===== config.mk =====
export PLATFORM = sky130hd
export DESIGN_NAME = if_loader_ctrl_flat
export DESIGN_NICKNAME = d
export VERILOG_FILES = /design/src/rtl/if_loader_ctrl_if.sv /design/src/rtl/if_loader_ctrl.sv /design/src/flat_wrapper.sv
export SDC_FILE = /design/constraint.sdc
export NUM_CORES = 1
export LEC_CHECK = 0
export CORE_MARGIN = 3
export CORE_UTILIZATION = 44
export CTS_BUF_LIST = sky130_fd_sc_hd__clkbuf_16
export DETAILED_ROUTE_END_ITERATION = 10
export GPL_ROUTABILITY_DRIVEN = 0
export GPL_TIMING_DRIVEN = 0
export PLACE_DENSITY_LB_ADDON = 0.25
export SYNTH_ARGS = -nofsm -noshare
export SYNTH_HDL_FRONTEND = slang
export SYNTH_SLANG_ARGS = --single-unit

===== constraint.sdc =====
create_clock -name i_clock -period 1.85 [get_ports i_clock]
set_clock_uncertainty 0.2 [all_clocks]
set_input_delay 0.185 -clock i_clock [delete_from_list [all_inputs] [get_ports i_clock]]
set_output_delay 0.185 -clock i_clock [all_outputs]
set_load 0.1 [all_outputs]

===== src/rtl/if_loader_ctrl_if.sv =====
// Bus between the debug UART receive path / fetch stage and the loader controller.
//   master : environment side (drives received bytes and the fetched word)
//   slave  : if_loader_ctrl (drives fetch control, memory write port and status)
// Signals:
//   i_rx_data/i_rx_valid  received byte and its one-cycle strobe
//   i_instruction         word currently output by fetch
//   o_pc_enable/o_pc_reset, o_read_enable, o_instru_mem_enable  fetch control
//   o_write_enable/o_write_data/o_write_addr                    byte write port
//   o_loaded, o_done, o_cycle_count, o_state                    status / debug
interface if_loader_ctrl_if #(
  parameter int unsigned INSTRUCTION_SIZE = 32,
  parameter int unsigned INSTMEM_SIZE     = 8,
  parameter int unsigned MEM_SIZE         = 8
);
  logic [7:0]                  i_rx_data;
  logic                        i_rx_valid;
  logic [INSTRUCTION_SIZE-1:0] i_instruction;
  logic                        o_pc_enable;
  logic                        o_pc_reset;
  logic                        o_read_enable;
  logic                        o_instru_mem_enable;
  logic                        o_write_enable;
  logic [MEM_SIZE-1:0]         o_write_data;
  logic [INSTMEM_SIZE-1:0]     o_write_addr;
  logic                        o_loaded;
  logic                        o_done;
  logic [31:0]                 o_cycle_count;
  logic [2:0]                  o_state;

  modport master (
    output i_rx_data, i_rx_valid, i_instruction,
    input  o_pc_enable, o_pc_reset, o_read_enable, o_instru_mem_enable, o_write_enable,
    input  o_write_data, o_write_addr, o_loaded, o_done, o_cycle_count, o_state
  );

  modport slave (
    input  i_rx_data, i_rx_valid, i_instruction,
    output o_pc_enable, o_pc_reset, o_read_enable, o_instru_mem_enable, o_write_enable,
    output o_write_data, o_write_addr, o_loaded, o_done, o_cycle_count, o_state
  );
endinterface


===== src/rtl/if_loader_ctrl.sv =====
// Instruction-fetch sequencer. Loads a program byte-by-byte from UART commands into
// instruction memory, then drives PC reset / PC enable / read enables in continuous
// or single-step mode until the HALT word is fetched.
// Ports:
//   i_clock  system clock, rising edge
//   i_reset  asynchronous, active-low reset
//   bus      if_loader_ctrl_if.slave (rx byte in, fetched word in, control/status out)
// Every output is a register; a byte sampled at an edge is acted on at that edge and
// shows on the outputs in the following cycle.
module if_loader_ctrl #(
  parameter int unsigned                  PC_SIZE          = 32,
  parameter int unsigned                  INSTRUCTION_SIZE = 32,
  parameter int unsigned                  INSTMEM_SIZE     = 8,
  parameter int unsigned                  MEM_SIZE         = 8,
  parameter logic [INSTRUCTION_SIZE-1:0]  HALT_WORD        = 32'hFFFFFFFF,
  parameter logic [7:0]                   CMD_LOAD         = 8'h4C,
  parameter logic [7:0]                   CMD_RUN          = 8'h43,
  parameter logic [7:0]                   CMD_STEP         = 8'h53,
  parameter logic [7:0]                   CMD_NEXT         = 8'h4E
) (
  input  logic     i_clock,
  input  logic     i_reset,
  if_loader_ctrl_if.slave bus
);

  // One extra bit so a full memory (4*64 = 256 bytes) is representable as a total.
  localparam int unsigned CntW     = INSTMEM_SIZE + 1;
  localparam int unsigned MaxWords = (1 << INSTMEM_SIZE) / 4;

  if (PC_SIZE == 0 || INSTMEM_SIZE < 2 || MEM_SIZE == 0) begin : g_bad_params
    $error("if_loader_ctrl: unsupported parameter set");
  end

  typedef enum logic [2:0] {
    StIdle,
    StLoadLen,
    StLoadData,
    StRunRst,
    StRun,
    StStepWait,
    StStepExec,
    StHalted
  } state_e;

  state_e                  state_q, state_d;
  logic [CntW-1:0]         byte_cnt_q, byte_cnt_d;
  logic [CntW-1:0]         total_q, total_d;
  logic                    step_mode_q, step_mode_d;
  logic                    loaded_q, loaded_d;
  logic                    done_q, done_d;
  logic                    wr_en_q, wr_en_d;
  logic [MEM_SIZE-1:0]     wr_data_q, wr_data_d;
  logic [INSTMEM_SIZE-1:0] wr_addr_q, wr_addr_d;
  logic [31:0]             cycle_q, cycle_d;
  logic                    pc_en_q, pc_en_d;
  logic                    pc_rst_q, pc_rst_d;
  logic                    rd_en_q, rd_en_d;
  logic                    mem_en_q, mem_en_d;

  logic [7:0] rx;
  logic       rx_valid;
  logic       halt_hit;

  assign rx       = bus.i_rx_data;
  assign rx_valid = bus.i_rx_valid;

  // HALT only counts while the word was actually being fetched with the PC advancing.
  assign halt_hit = pc_en_q && (bus.i_instruction == HALT_WORD) &&
                    ((state_q == StRun) || (state_q == StStepExec));

  always_comb begin
    state_d     = state_q;
    byte_cnt_d  = byte_cnt_q;
    total_d     = total_q;
    step_mode_d = step_mode_q;
    loaded_d    = loaded_q;
    done_d      = done_q;
    wr_en_d     = 1'b0;
    wr_data_d   = wr_data_q;
    wr_addr_d   = wr_addr_q;
    cycle_d     = pc_en_q ? cycle_q + 32'd1 : cycle_q;

    unique case (state_q)
      StIdle, StHalted: begin
        if (rx_valid) begin
          if (rx == CMD_LOAD) begin
            state_d  = StLoadLen;
            loaded_d = 1'b0;
            done_d   = 1'b0;
          end else if (loaded_q && (rx == CMD_RUN || rx == CMD_STEP)) begin
            state_d     = StRunRst;
            step_mode_d = (rx == CMD_STEP);
            done_d      = 1'b0;
            cycle_d     = '0;
          end
        end
      end

      StLoadLen: begin
        if (rx_valid) begin
          if (rx == 8'h00) begin
            state_d = StIdle;
          end else begin
            if (32'(rx) > MaxWords) begin
              total_d = CntW'(MaxWords * 32'd4);
            end else begin
              total_d = CntW'(32'(rx) * 32'd4);
            end
            byte_cnt_d = '0;
            state_d    = StLoadData;
          end
        end
      end

      StLoadData: begin
        // The cycle after the last write pulse closes the load.
        if (byte_cnt_q == total_q) begin
          state_d  = StIdle;
          loaded_d = 1'b1;
        end else if (rx_valid) begin
          wr_en_d    = 1'b1;
          wr_data_d  = MEM_SIZE'(rx);
          wr_addr_d  = byte_cnt_q[INSTMEM_SIZE-1:0];
          byte_cnt_d = byte_cnt_q + 1'b1;
        end
      end

      StRunRst: begin
        state_d = step_mode_q ? StStepWait : StRun;
      end

      StRun: begin
        if (halt_hit) begin
          state_d = StHalted;
          done_d  = 1'b1;
        end
      end

      StStepWait: begin
        if (rx_valid) begin
          if (rx == CMD_NEXT) begin
            state_d = StStepExec;
          end else if (rx == CMD_RUN) begin
            state_d = StRun;
          end
        end
      end

      StStepExec: begin
        if (halt_hit) begin
          state_d = StHalted;
          done_d  = 1'b1;
        end else begin
          state_d = StStepWait;
        end
      end

      default: state_d = StIdle;
    endcase

    // Control strobes are decoded from the next state so they line up with it.
    pc_en_d  = (state_d == StRun) || (state_d == StStepExec);
    pc_rst_d = (state_d == StRunRst);
    rd_en_d  = (state_d == StRun) || (state_d == StStepWait) || (state_d == StStepExec);
    mem_en_d = rd_en_d || (state_d == StLoadData);
  end

  always_ff @(posedge i_clock or negedge i_reset) begin
    if (!i_reset) begin
      state_q     <= StIdle;
      byte_cnt_q  <= '0;
      total_q     <= '0;
      step_mode_q <= 1'b0;
      loaded_q    <= 1'b0;
      done_q      <= 1'b0;
      wr_en_q     <= 1'b0;
      wr_data_q   <= '0;
      wr_addr_q   <= '0;
      cycle_q     <= '0;
      pc_en_q     <= 1'b0;
      pc_rst_q    <= 1'b0;
      rd_en_q     <= 1'b0;
      mem_en_q    <= 1'b0;
    end else begin
      state_q     <= state_d;
      byte_cnt_q  <= byte_cnt_d;
      total_q     <= total_d;
      step_mode_q <= step_mode_d;
      loaded_q    <= loaded_d;
      done_q      <= done_d;
      wr_en_q     <= wr_en_d;
      wr_data_q   <= wr_data_d;
      wr_addr_q   <= wr_addr_d;
      cycle_q     <= cycle_d;
      pc_en_q     <= pc_en_d;
      pc_rst_q    <= pc_rst_d;
      rd_en_q     <= rd_en_d;
      mem_en_q    <= mem_en_d;
    end
  end

  assign bus.o_pc_enable         = pc_en_q;
  assign bus.o_pc_reset          = pc_rst_q;
  assign bus.o_read_enable       = rd_en_q;
  assign bus.o_instru_mem_enable = mem_en_q;
  assign bus.o_write_enable      = wr_en_q;
  assign bus.o_write_data        = wr_data_q;
  assign bus.o_write_addr        = wr_addr_q;
  assign bus.o_loaded            = loaded_q;
  assign bus.o_done              = done_q;
  assign bus.o_cycle_count       = cycle_q;
  assign bus.o_state             = state_q;

endmodule


===== src/flat_wrapper.sv =====
// flat-port wrapper written by rule: the top's interface ports become plain ports
module if_loader_ctrl_flat 
#(
  parameter int unsigned                  PC_SIZE          = 32,
  parameter int unsigned                  INSTRUCTION_SIZE = 32,
  parameter int unsigned                  INSTMEM_SIZE     = 8,
  parameter int unsigned                  MEM_SIZE         = 8,
  parameter logic [INSTRUCTION_SIZE-1:0]  HALT_WORD        = 32'hFFFFFFFF,
  parameter logic [7:0]                   CMD_LOAD         = 8'h4C,
  parameter logic [7:0]                   CMD_RUN          = 8'h43,
  parameter logic [7:0]                   CMD_STEP         = 8'h53,
  parameter logic [7:0]                   CMD_NEXT         = 8'h4E
)
  (i_clock, i_reset, bus_i_rx_data, bus_i_rx_valid, bus_i_instruction, bus_o_pc_enable, bus_o_pc_reset, bus_o_read_enable, bus_o_instru_mem_enable, bus_o_write_enable, bus_o_write_data, bus_o_write_addr, bus_o_loaded, bus_o_done, bus_o_cycle_count, bus_o_state);
  if_loader_ctrl_if #(.INSTRUCTION_SIZE(INSTRUCTION_SIZE), .INSTMEM_SIZE(INSTMEM_SIZE), .MEM_SIZE(MEM_SIZE)) bus_i ();
  input  logic i_clock;
  input  logic i_reset;
  input wire logic [$bits(bus_i.i_rx_data)-1:0] bus_i_rx_data;
  input wire logic [$bits(bus_i.i_rx_valid)-1:0] bus_i_rx_valid;
  input wire logic [$bits(bus_i.i_instruction)-1:0] bus_i_instruction;
  output wire logic [$bits(bus_i.o_pc_enable)-1:0] bus_o_pc_enable;
  output wire logic [$bits(bus_i.o_pc_reset)-1:0] bus_o_pc_reset;
  output wire logic [$bits(bus_i.o_read_enable)-1:0] bus_o_read_enable;
  output wire logic [$bits(bus_i.o_instru_mem_enable)-1:0] bus_o_instru_mem_enable;
  output wire logic [$bits(bus_i.o_write_enable)-1:0] bus_o_write_enable;
  output wire logic [$bits(bus_i.o_write_data)-1:0] bus_o_write_data;
  output wire logic [$bits(bus_i.o_write_addr)-1:0] bus_o_write_addr;
  output wire logic [$bits(bus_i.o_loaded)-1:0] bus_o_loaded;
  output wire logic [$bits(bus_i.o_done)-1:0] bus_o_done;
  output wire logic [$bits(bus_i.o_cycle_count)-1:0] bus_o_cycle_count;
  output wire logic [$bits(bus_i.o_state)-1:0] bus_o_state;
  assign bus_i.i_rx_data = bus_i_rx_data;
  assign bus_i.i_rx_valid = bus_i_rx_valid;
  assign bus_i.i_instruction = bus_i_instruction;
  assign bus_o_pc_enable = bus_i.o_pc_enable;
  assign bus_o_pc_reset = bus_i.o_pc_reset;
  assign bus_o_read_enable = bus_i.o_read_enable;
  assign bus_o_instru_mem_enable = bus_i.o_instru_mem_enable;
  assign bus_o_write_enable = bus_i.o_write_enable;
  assign bus_o_write_data = bus_i.o_write_data;
  assign bus_o_write_addr = bus_i.o_write_addr;
  assign bus_o_loaded = bus_i.o_loaded;
  assign bus_o_done = bus_i.o_done;
  assign bus_o_cycle_count = bus_i.o_cycle_count;
  assign bus_o_state = bus_i.o_state;
  if_loader_ctrl #(.PC_SIZE(PC_SIZE), .INSTRUCTION_SIZE(INSTRUCTION_SIZE), .INSTMEM_SIZE(INSTMEM_SIZE), .MEM_SIZE(MEM_SIZE), .HALT_WORD(HALT_WORD), .CMD_LOAD(CMD_LOAD), .CMD_RUN(CMD_RUN), .CMD_STEP(CMD_STEP), .CMD_NEXT(CMD_NEXT)) u_core (.i_clock(i_clock), .i_reset(i_reset), .bus(bus_i));
endmodule

==> results.sh <==
export IMPL_status="finished, violations left"
export IMPL_violations="setup timing"
export IMPL_clkTransAtPathRegs_ns=0.06
export IMPL_antenna_found_initial=0
export IMPL_fmax_mhz=480
export IMPL_cts_tree="done"
export IMPL_fin_area_um2=6510
export IMPL_wl_met3_um=794
export IMPL_drive_gt1_share_pct=48.5
export IMPL_worstPathArrival_ns=2.09
export IMPL_fin_util_pct=78.8
export IMPL_n_antenna_cell=0
export IMPL_swShare_pct=36.5
export IMPL_hold_depth=3
export IMPL_cell_internal_pwr_mw=3.19
export IMPL_vdd_ir_drop_max_uv=640
export IMPL_power_switching_mw=1.83
export IMPL_row_count=33
export IMPL_numCtsBuffers=9
export IMPL_core_area_um2=8260
export IMPL_synth_edf_count=0
export IMPL_vias_per_cell=5.65
export IMPL_p_leak_nw=2.77
export IMPL_cp_end_kind="flop"
export IMPL_first_pass_iters=5
export IMPL_crit_type="reg2reg"
export IMPL_hp_class="in2reg"
export IMPL_slew_limit_headroom_pct=61.8
export IMPL_power_frac_comb_pct=30.6
export IMPL_report_final_hold_viol_count=0
export IMPL_dieArea_um2=9700
export IMPL_drtAntennaViolNets=0
export IMPL_cp_required_ns=1.86
export IMPL_slew_viol_final=0
export IMPL_die_x_um=98.5
export IMPL_critPathLaunchType="flop"
export IMPL_min_from="bus_i_rx_data[5]"
export IMPL_drtIter0Drc=248
export IMPL_wl_met1_mm=4.85
export IMPL_wl_met2_mm=7.23
export IMPL_cts_root_buf="clkbuf_16"
export IMPL_grt_pass1_vias=3738
export IMPL_synth_area_leaders="dfrtp_1, nand2_1, nor2_1, xor2_1, nand4_1"
export IMPL_ys_types=50
export IMPL_r2r_cells=9
export IMPL_synth_top_area_cell="dfrtp_1"
export IMPL_ys_warn_count=0
export IMPL_ys_flop_type="dfrtp_1"
export IMPL_min_period_ns=2.08
export IMPL_num_fill_cells=483
export IMPL_drc=0
export IMPL_period_share_pct=113
export IMPL_wl_mm=13.2
export IMPL_clock_power_share_pct=32.2
export IMPL_syn_area_um2=3760
export IMPL_path_max_fanout=4
export IMPL_portBuffers=100
export IMPL_dr_total_vias=3877
export IMPL_io_pin_count=101
export IMPL_fp_dieH_um=98.5
export IMPL_final_setup_tns_ns=-5.94
export IMPL_synth_nets=451
export IMPL_setup_viol=52
export IMPL_rsz0062_at_grt="yes"
export IMPL_worst_pin_slew_ns=0.576
export IMPL_routedWlPerCell_um=19.2
export IMPL_synthArstFlopShare_pct=100
export IMPL_yosysTopAreaCellShare_pct=49.9
export IMPL_seq_area_frac_synth_pct=49.9
export IMPL_dp_hpwl_mm=7.47
export IMPL_ys_seq_elements=75
export IMPL_yosys_top_cells_count="dfrtp_1, nand2_1, nor2_1"
export IMPL_routed_top_layer="met4"
export IMPL_cap_violations=0
export IMPL_htreeDepth=3
export IMPL_powerDensity_nw_per_um2=772
export IMPL_grt_overflow=0
export IMPL_clock_sinks=75
export IMPL_avgSynthCellArea_um2=9.30
export IMPL_synth_most_common_cell="dfrtp_1"
export IMPL_cp_startpoint="u_core.byte_cnt_q[3]$_DFFE_PN0P_"
export IMPL_cts_path_max_buffers=2
export IMPL_synthCells=405
export IMPL_regToRegStartpoint="u_core.byte_cnt_q[3]$_DFFE_PN0P_"
export IMPL_track_usage_pct=23.5
export IMPL_setup_slack_ns=-0.234
export IMPL_grt_start_max_net_pins=53
export IMPL_clk_latency_ns=0.33
export IMPL_placed_area_um2=5160
export IMPL_seqPwrFrac_pct=37.2
export IMPL_grt_pass1_wl_mm=18.4
export IMPL_area_delta_synth_final_pct=72.8
export IMPL_initial_core_util_pct=45.6
export IMPL_layout_nets=622
## state kept, by name, summed over array words and instances (netlist names), 3 cells and up
register / cells
u_core.total_q: 7
u_core.byte_cnt_q: 9
u_core.bus.o_cycle_count: 32
u_core.bus.o_write_addr: 8
u_core.bus.o_state: 3
u_core.bus.o_write_data: 8
## worst max-delay path, cell delays in order, from the launching register on
cell and delay (ns):
dfrtp_1 0.44, xnor2_1 0.16, nand4_1 0.20, buf_4 0.21
o21ai_4 0.17, buf_6 0.14, buf_6 0.09, a211oi_2 0.07
xnor2_1 0.22, nor2_1 0.06
## logic make-up after synthesis
group           count (synthesis)  synth area share, %
buf+inv                        32                 4.05
flops                          75                 49.9
simple gates                  196                 25.5
compound gates                 61                 10.5
fa+ha+maj                       3                0.997
xor+xnor                       34                 8.11
mux                             4                 1.06
## power by group through the flow
stage / Sequential [mW] / Combinational, mW / Clock (mW)
3_3_place_gp: 1.93 / 1.24 / 0
2_1_floorplan: 2.49 / 0.315 / 0
6_report: 1.87 / 1.54 / 1.62
3_5_place_dp: 1.94 / 1.28 / 0
4_1_cts: 1.86 / 1.42 / 1.61
5_1_grt: 1.88 / 1.59 / 1.71
## timing repair
action | CTS | global route
hold buffers | 1 | 0
gates cloned | 3 | 2
hold endpoints to repair | 75 | 0
pin swaps | 32 | 48
setup endpoints to repair | 131 | 72
buffers inserted | 32 | 29
resized for setup | 234 | 104
## placed cells by master (no fill, tap or decap), types with 3 or more instances in the layout
master,Yosys,final
nand2_4,0,6
nand3_2,1,3
nand2_1,68,46
nor2_4,0,4
nand4_1,21,21
or3_1,6,3
a21oi_1,18,10
buf_8,0,6
nor2_1,45,31
nand2_2,0,16
xor2_1,18,16
nor3_4,0,7
buf_12,0,4
clkdlybuf4s50_1,0,30
o21ai_0,22,14
clkdlybuf4s15_2,0,57
and4_1,4,3
nor2_2,0,10
inv_1,15,15
o21ai_1,0,4
o21ai_2,1,4
xnor2_1,15,12
or3_4,0,3
buf_6,2,19
mux2i_1,4,4
nand3_1,19,12
clkbuf_16,0,10
xnor2_2,1,4
dfrtp_2,0,13
buf_4,2,42
a211oi_2,0,3
and3_4,0,7
and3_1,11,4
a21oi_2,0,8
dfrtp_1,75,42
dlygate4sd2_1,0,10
dfrtp_4,0,20
clkinvlp_4,0,3
nand3_4,0,5
## final timing paths
| kind | end | slack [ns] |
|---|---|---|
| max in group asynchronous | u_core.byte_cnt_q[2]$_DFFE_PN0P_ | 0.72 |
| min | u_core.bus.o_write_data[5]$_DFFE_PN0P_ | 0.10 |
| max | u_core.byte_cnt_q[2]$_DFFE_PN0P_ | -0.23 |
| max reg2reg | u_core.byte_cnt_q[2]$_DFFE_PN0P_ | -0.23 |
| min in group asynchronous | u_core.bus.o_cycle_count[9]$_DFF_PN0_ | 0.12 |
| min reg2reg | u_core.bus.o_write_data[0]$_DFFE_PN0P_ | 0.28 |
## metal layers
layer  vias up  global-route usage [%]
met3        33                    3.26
met2       192                    41.9
li1       1743                       -
met1      1909                    28.5
met4         0                    9.66
met5         -                       0
## stage by stage
step           cells  worst slack [ns]  power, mW  hold WS [ns]
3_5_place_dp     611            -0.638       3.22       -0.0824
3_3_place_gp     610             -2.70       3.18         0.257
5_1_grt          686            -0.288       5.18         0.103
2_1_floorplan    405            -0.323       2.80        -0.311
6_report         686            -0.234       5.02         0.101
4_1_cts          661            -0.195       4.88        0.0800
## layout make-up
type,instances,area [um^2],share of cell area (%)
timing repair buffer,164,1670,25.6
sequential,75,1970,30.3
inverter,16,62.6,0.962
buffer,12,176,2.71
multi-input combinational,298,2230,34.3
tap,105,131,2.02
clock buffer,9,225,3.46
clock inverter,7,43.8,0.673
(Power assumes the default switching activity.)
